[src/rtl/store_request_unit.sv]
// MEM-stage store unit: turns SB/SH/SW/SWL/SWR/SC into an aligned bus write request,
// runs the req/addr_ok/data_ok handshake and holds the pipeline until the write completes.
module store_request_unit #(
  parameter bit ISSUE_COMB = 1'b1
) (
  input  logic        clk,
  input  logic        rst,
  input  logic        en,
  input  logic [7:0]  aluop,
  input  logic [31:0] m_vaddr,
  input  logic [31:0] st_data,
  input  logic        llbit,
  input  logic        flush,
  input  logic        mem_adv,
  output logic        m_req,
  output logic [31:0] m_addr,
  output logic [3:0]  m_wstrb,
  output logic [31:0] m_wdata,
  input  logic        m_addr_ok,
  input  logic        m_data_ok,
  output logic        ades,
  output logic        sc_result,
  output logic        stallreq
);

  // Store opcodes as encoded in the pipeline's ALUOp field.
  localparam logic [7:0] OP_SB  = 8'h28;
  localparam logic [7:0] OP_SH  = 8'h29;
  localparam logic [7:0] OP_SWL = 8'h2a;
  localparam logic [7:0] OP_SW  = 8'h2b;
  localparam logic [7:0] OP_SWR = 8'h2e;
  localparam logic [7:0] OP_SC  = 8'h38;

  typedef enum logic [1:0] {
    S_IDLE,
    S_REQ,
    S_RESP,
    S_DONE
  } state_t;

  state_t state, state_nxt;

  logic [1:0]  a;
  logic        is_store;
  logic        is_sc;
  logic        misaligned;
  logic [3:0]  strb_c;
  logic [31:0] wdata_c;
  logic        go;
  logic        issue;
  logic        use_comb;
  logic        complete_now;
  logic        latch_en;
  logic        aborted_q;
  logic        aborted_nxt;
  logic        sc_q;
  logic [31:0] addr_q;
  logic [31:0] wdata_q;
  logic [3:0]  strb_q;

  assign a = m_vaddr[1:0];

  always_comb begin
    is_store   = 1'b0;
    misaligned = 1'b0;
    strb_c     = 4'b0000;
    wdata_c    = 32'h0;
    case (aluop)
      OP_SB: begin
        is_store = 1'b1;
        strb_c   = 4'b0001 << a;
        wdata_c  = {4{st_data[7:0]}};
      end
      OP_SH: begin
        is_store   = 1'b1;
        misaligned = a[0];
        strb_c     = a[1] ? 4'b1100 : 4'b0011;
        wdata_c    = {2{st_data[15:0]}};
      end
      OP_SW, OP_SC: begin
        is_store   = 1'b1;
        misaligned = (a != 2'b00);
        strb_c     = 4'b1111;
        wdata_c    = st_data;
      end
      OP_SWL: begin
        is_store = 1'b1;
        case (a)
          2'd0:    begin strb_c = 4'b0001; wdata_c = {24'h0, st_data[31:24]}; end
          2'd1:    begin strb_c = 4'b0011; wdata_c = {16'h0, st_data[31:16]}; end
          2'd2:    begin strb_c = 4'b0111; wdata_c = {8'h0, st_data[31:8]};   end
          default: begin strb_c = 4'b1111; wdata_c = st_data;                 end
        endcase
      end
      OP_SWR: begin
        is_store = 1'b1;
        case (a)
          2'd0:    begin strb_c = 4'b1111; wdata_c = st_data;                 end
          2'd1:    begin strb_c = 4'b1110; wdata_c = {st_data[23:0], 8'h0};  end
          2'd2:    begin strb_c = 4'b1100; wdata_c = {st_data[15:0], 16'h0}; end
          default: begin strb_c = 4'b1000; wdata_c = {st_data[7:0], 24'h0};  end
        endcase
      end
      default: ;
    endcase
  end

  assign is_sc = (aluop == OP_SC);
  assign ades  = en & is_store & misaligned;
  assign go    = en & is_store & ~misaligned & ~flush & ~(is_sc & ~llbit);
  // Reset must silence the request and stall at once, even with en still high.
  assign issue = go & ~rst;

  // aborted_q marks an accepted write whose instruction was flushed: finish the bus cycle, never report DONE.
  always_comb begin
    state_nxt    = state;
    m_req        = 1'b0;
    complete_now = 1'b0;
    stallreq     = 1'b0;
    latch_en     = 1'b0;
    aborted_nxt  = aborted_q;
    case (state)
      S_IDLE: begin
        aborted_nxt = 1'b0;
        m_req       = ISSUE_COMB & issue;
        stallreq    = issue;
        if (issue) begin
          latch_en = 1'b1;
          if (ISSUE_COMB && m_addr_ok) begin
            state_nxt = m_data_ok ? S_DONE : S_RESP;
          end else begin
            state_nxt = S_REQ;
          end
        end
      end
      S_REQ: begin
        m_req        = 1'b1;
        complete_now = m_addr_ok & m_data_ok;
        stallreq     = issue & ~complete_now;
        if (m_addr_ok) begin
          if (m_data_ok) begin
            state_nxt = (flush || mem_adv) ? S_IDLE : S_DONE;
          end else begin
            state_nxt   = S_RESP;
            aborted_nxt = flush;
          end
        end else if (flush) begin
          state_nxt = S_IDLE;
        end
      end
      S_RESP: begin
        complete_now = m_data_ok;
        stallreq     = ~m_data_ok & ~rst;
        if (flush) begin
          aborted_nxt = 1'b1;
        end
        if (m_data_ok) begin
          state_nxt = (aborted_q || flush || mem_adv) ? S_IDLE : S_DONE;
        end
      end
      S_DONE: begin
        if (flush || mem_adv) begin
          state_nxt = S_IDLE;
        end
      end
      default: state_nxt = S_IDLE;
    endcase
  end

  assign sc_result = sc_q & ((state == S_DONE) | (complete_now & ~aborted_q & ~flush));

  always_ff @(posedge clk or posedge rst) begin
    if (rst) begin
      state     <= S_IDLE;
      aborted_q <= 1'b0;
      sc_q      <= 1'b0;
      addr_q    <= 32'h0;
      strb_q    <= 4'b0000;
      wdata_q   <= 32'h0;
    end else begin
      state     <= state_nxt;
      aborted_q <= aborted_nxt;
      if (latch_en) begin
        sc_q    <= is_sc;
        addr_q  <= {m_vaddr[31:2], 2'b00};
        strb_q  <= strb_c;
        wdata_q <= wdata_c;
      end
    end
  end

  // In the combinational-issue cycle the bus sees the live values; afterwards the latched copy.
  assign use_comb = ISSUE_COMB && (state == S_IDLE) && issue;
  assign m_addr   = use_comb ? {m_vaddr[31:2], 2'b00} : addr_q;
  assign m_wstrb  = use_comb ? strb_c : strb_q;
  assign m_wdata  = use_comb ? wdata_c : wdata_q;

endmodule

[config.mk]
export PLATFORM = sky130hd
export DESIGN_NAME = store_request_unit
export DESIGN_NICKNAME = d
export VERILOG_FILES = /design/src/rtl/store_request_unit.sv
export SDC_FILE = /design/constraint.sdc
export NUM_CORES = 1
export LEC_CHECK = 0
export ABC_AREA = 1
export CORE_ASPECT_RATIO = 2
export CORE_MARGIN = 8
export CORE_UTILIZATION = 42
export CTS_CLUSTER_DIAMETER = 120
export DETAILED_ROUTE_END_ITERATION = 8
export PLACE_DENSITY = 0.89
export SETUP_SLACK_MARGIN = 0.5
export SYNTH_ARGS = -nofsm -noshare
export SYNTH_HDL_FRONTEND = slang
export SYNTH_SLANG_ARGS = --single-unit
[constraint.sdc]
create_clock -name clk -period 3.15 [get_ports clk]
set_clock_uncertainty 0.15 [all_clocks]
set_input_delay 0.63 -clock clk [delete_from_list [all_inputs] [get_ports clk]]
set_output_delay 0.63 -clock clk [all_outputs]
set_load 0.03 [all_outputs]
==> results.sh <==
export IMPL_outcome="finished with violations"
export IMPL_violations_in_the_final_reports="setup timing"
export IMPL_fmax_mhz=313
export IMPL_rel_slew_slack=0.383
export IMPL_post_cts_hold_buffer_count=0
export IMPL_nNetsFinal=1017
export IMPL_power_density_of_the_placed_cells_nw_per_um2=351
export IMPL_via_count=6135
export IMPL_hold_path_class="flop to flop"
export IMPL_tightest_slew_ns=0.926
export IMPL_clock_latency_ns=0.32
export IMPL_fp_dieArea_um2=14300
export IMPL_grt_pass1_wl_um=32900
export IMPL_numCtsBuffers=9
export IMPL_total_of_flip_flops_plus_latches_after_synthesis=70
export IMPL_diodes=0
export IMPL_routed_wl_um=22800
export IMPL_timing_critical_path_from_type="input port"
export IMPL_number_of_nets_with_antenna_violations_after_detailed_routing=0
export IMPL_final_period_minus_worst_setup_slack_ns=3.19
export IMPL_synthesis_area_um2=4440
export IMPL_final_common_cell="nand2_1"
export IMPL_critical_path_reg2reg_endpoint="addr_q[25]$_DFFE_PP0P_"
export IMPL_logic_depth_of_the_worst_register_to_register_path=10
export IMPL_worstPathCellList="buf_6 -> inv_2 -> nand2_2 -> nor2_4 -> nand2_2 -> nand2_2 -> nand2_2 -> nand2_4 -> nor2_4 -> nand3_4 -> buf_6 -> buf_12 -> nand2_1 -> o21ai_4 -> buf_12"
export IMPL_total_leakage_power_nw=4.53
export IMPL_synth_sequential_area_ratio=0.395
export IMPL_io_buffers=149
export IMPL_number_of_synthesized_flops_with_an_enable_pin=0
export IMPL_ys_async_sr_fraction=1.00
export IMPL_drcViolationCount=0
export IMPL_critical_path_top_delay_family="simple AND/OR/NAND/NOR gates"
export IMPL_timing_setup_critical_path_class="input port to output port"
export IMPL_yosys_warnings=0
export IMPL_vdd_ir_drop_worst_mv=0.327
export IMPL_coreArea_um2=10400
export IMPL_path_common_cell="nand2_2"
export IMPL_placement_rows=53
export IMPL_worstPathBufferInverterCount=5
export IMPL_die_h_um=161
export IMPL_critical_path_required_ns=2.37
export IMPL_syn_mean_instance_area_um2=6.83
export IMPL_grt_overflow_total=0
export IMPL_number_of_global_route_vias_before_repair=6311
export IMPL_finalHoldWorstSlack_ns=0.346
export IMPL_crit_slowest_cell="nor2_4"
export IMPL_timing_critical_path_fanout_max=12
export IMPL_finalWeightedCongestion=0.981
export IMPL_all_layer_global_routing_usage=0.304
export IMPL_critPathArrivalTime_ns=2.41
export IMPL_reg2reg_setup_slack_ns=0.87
export IMPL_hpwl_um=13500
export IMPL_finalSetupViolations=12
export IMPL_layout_area_growth_over_synthesis_pct=101
export IMPL_io_pins=152
export IMPL_final_critical_path_setup_slack_ns=-0.0417
export IMPL_cp_startpoint="aluop[4]"
export IMPL_dr_first_iter_drc_count=490
export IMPL_tritoncts_clock_tree="yes"
export IMPL_drv_cap=0
export IMPL_worstSetupEndpointType="output port"
export IMPL_cts_sink_count=70
export IMPL_yosys_cell_types_count=35
export IMPL_post_drt_via_cell_ratio=5.71
export IMPL_final_sum_of_negative_setup_slack_ns=-0.137
export IMPL_postSynth_topFlopCell="dfrtp_1"
export IMPL_die_w_um=88.7
export IMPL_rsz_0062_raised_after_global_routing="true"
export IMPL_clk_transition_reported_paths_ns=0.06
export IMPL_drv_slew=0
export IMPL_layout_cells_most_common_list="nand2_1 (188), buf_4 (136), nand2_4 (88)"
export IMPL_clock_tree_buffer_depth=2
export IMPL_start_util=0.426
export IMPL_holdPathStages=2
export IMPL_timing_hold_worst_start="wdata_q[15]$_DFFE_PP0P_"
export IMPL_post_drt_wl_per_cell_um=21.2
export IMPL_clock_root_buffer="clkbuf_16"
export IMPL_htree_num_levels=3
export IMPL_worstReg2RegStart="state[1]$_DFFE_PP0P_"
export IMPL_min_to="wdata_q[15]$_DFFE_PP0P_"
export IMPL_placed_instance_area_um2=7380
export IMPL_drive_above_1_share=0.454
export IMPL_hold_viol=0
export IMPL_antenna_found_initial=0
export IMPL_first_pass_iters=6
export IMPL_syn_inst=650
export IMPL_finish_instance_area_um2=8900
export IMPL_grt_max_degree=71
export IMPL_min_period_over_period=1.01
export IMPL_worst_path_largest_cell_delay_ns=0.26
## per-layer routing
layer,GRT usage,routed length (um),up-vias
met1,0.295,7230,2878
li1,-,-,2669
met2,0.548,12200,414
met4,0.216,1830,0
met3,0.0478,1540,174
met5,0,0,-
## cells by family after synthesis
| kind of cell | synth area share |
|---|---|
| AO/OA/AOI/OAI | 0.148 |
| other | 0.000845 |
| adder cells (fa/ha/maj) | 0.0141 |
| AND/OR/NAND/NOR | 0.362 |
| flip-flops | 0.395 |
| buffers and inverters | 0.0801 |
## how the worst max path moves through the flow
stage                  to  slack (ns)  cells after the start
3_5_place_dp   m_addr[13]       -0.29                     15
6_report       m_wstrb[2]       -0.04                     15
4_1_cts        m_wdata[6]         0.1                     13
2_1_floorplan    stallreq        0.35                      5
3_3_place_gp     stallreq       -0.22                     14
5_1_grt        m_wstrb[2]       -0.12                     14
## cell usage after synthesis (4+ instances only)
library cell  number  share of area
nand2_2            4         0.0056
o22ai_1            4         0.0056
inv_1             38          0.032
buf_6              5          0.013
buf_2             12          0.014
buf_4              4         0.0068
o21ai_1           17          0.019
clkbuf_1           8         0.0068
nand4_1           13          0.018
o211ai_1          12          0.020
dfrtp_1           70           0.39
nor2_4             5          0.013
ha_1               5          0.014
inv_2              7         0.0059
a22oi_1            8          0.014
o21ai_0           32          0.036
o221ai_1           9          0.018
nand3_1           18          0.020
nor2_1            29          0.025
a21oi_1           16          0.018
nand2_1          312           0.26
## where the power goes
part	leakage [nW]	internal [mW]	switching, mW
clock	0.166	0.797	0.402
sequential	0.971	0.946	0.0357
combinational	3.39	0.404	0.536
## flip-flops by register name (all words and copies together), names as in the netlist
register / flops
strb_q: 4
addr_q: 30
sc_q: 1
state: 2
wdata_q: 32
aborted_q: 1
## area by class of cell
cell class                 count  area (um^2)
timing repair buffer         299         3110
clock buffer                  11          243
inverter                      47          190
fill                         550         1510
tap                          137          171
clock inverter                 5          106
multi-input combinational    505         3330
sequential                    70         1750
## worst register-to-register path: cells and delay by family (launching register included)
kind	cells	cell delay, ns
flip-flops	1	0.45
adder cells (fa/ha/maj)	1	0.34
AND/OR/NAND/NOR	3	0.40
buffers and inverters	6	0.85
## metrics by stage
step           setup WS, ns  utilization  power (mW)  instances
2_1_floorplan         0.349            -        1.41        651
3_5_place_dp         -0.287        0.708        1.75       1009
6_report            -0.0417        0.855        3.12       1074
3_3_place_gp         -0.215        0.708        1.73       1009
5_1_grt              -0.119        0.855        3.22       1074
4_1_cts              0.0977        0.819        3.01       1057
## what timing repair did
item,CTS,global route
cloned,4,2
gates resized for setup,191,59
setup buffers,28,15
pin swaps,17,15
hold endpoints to repair,0,0
setup endpoints to repair,70,70
No activity file was read; power rests on OpenSTA's default activity.
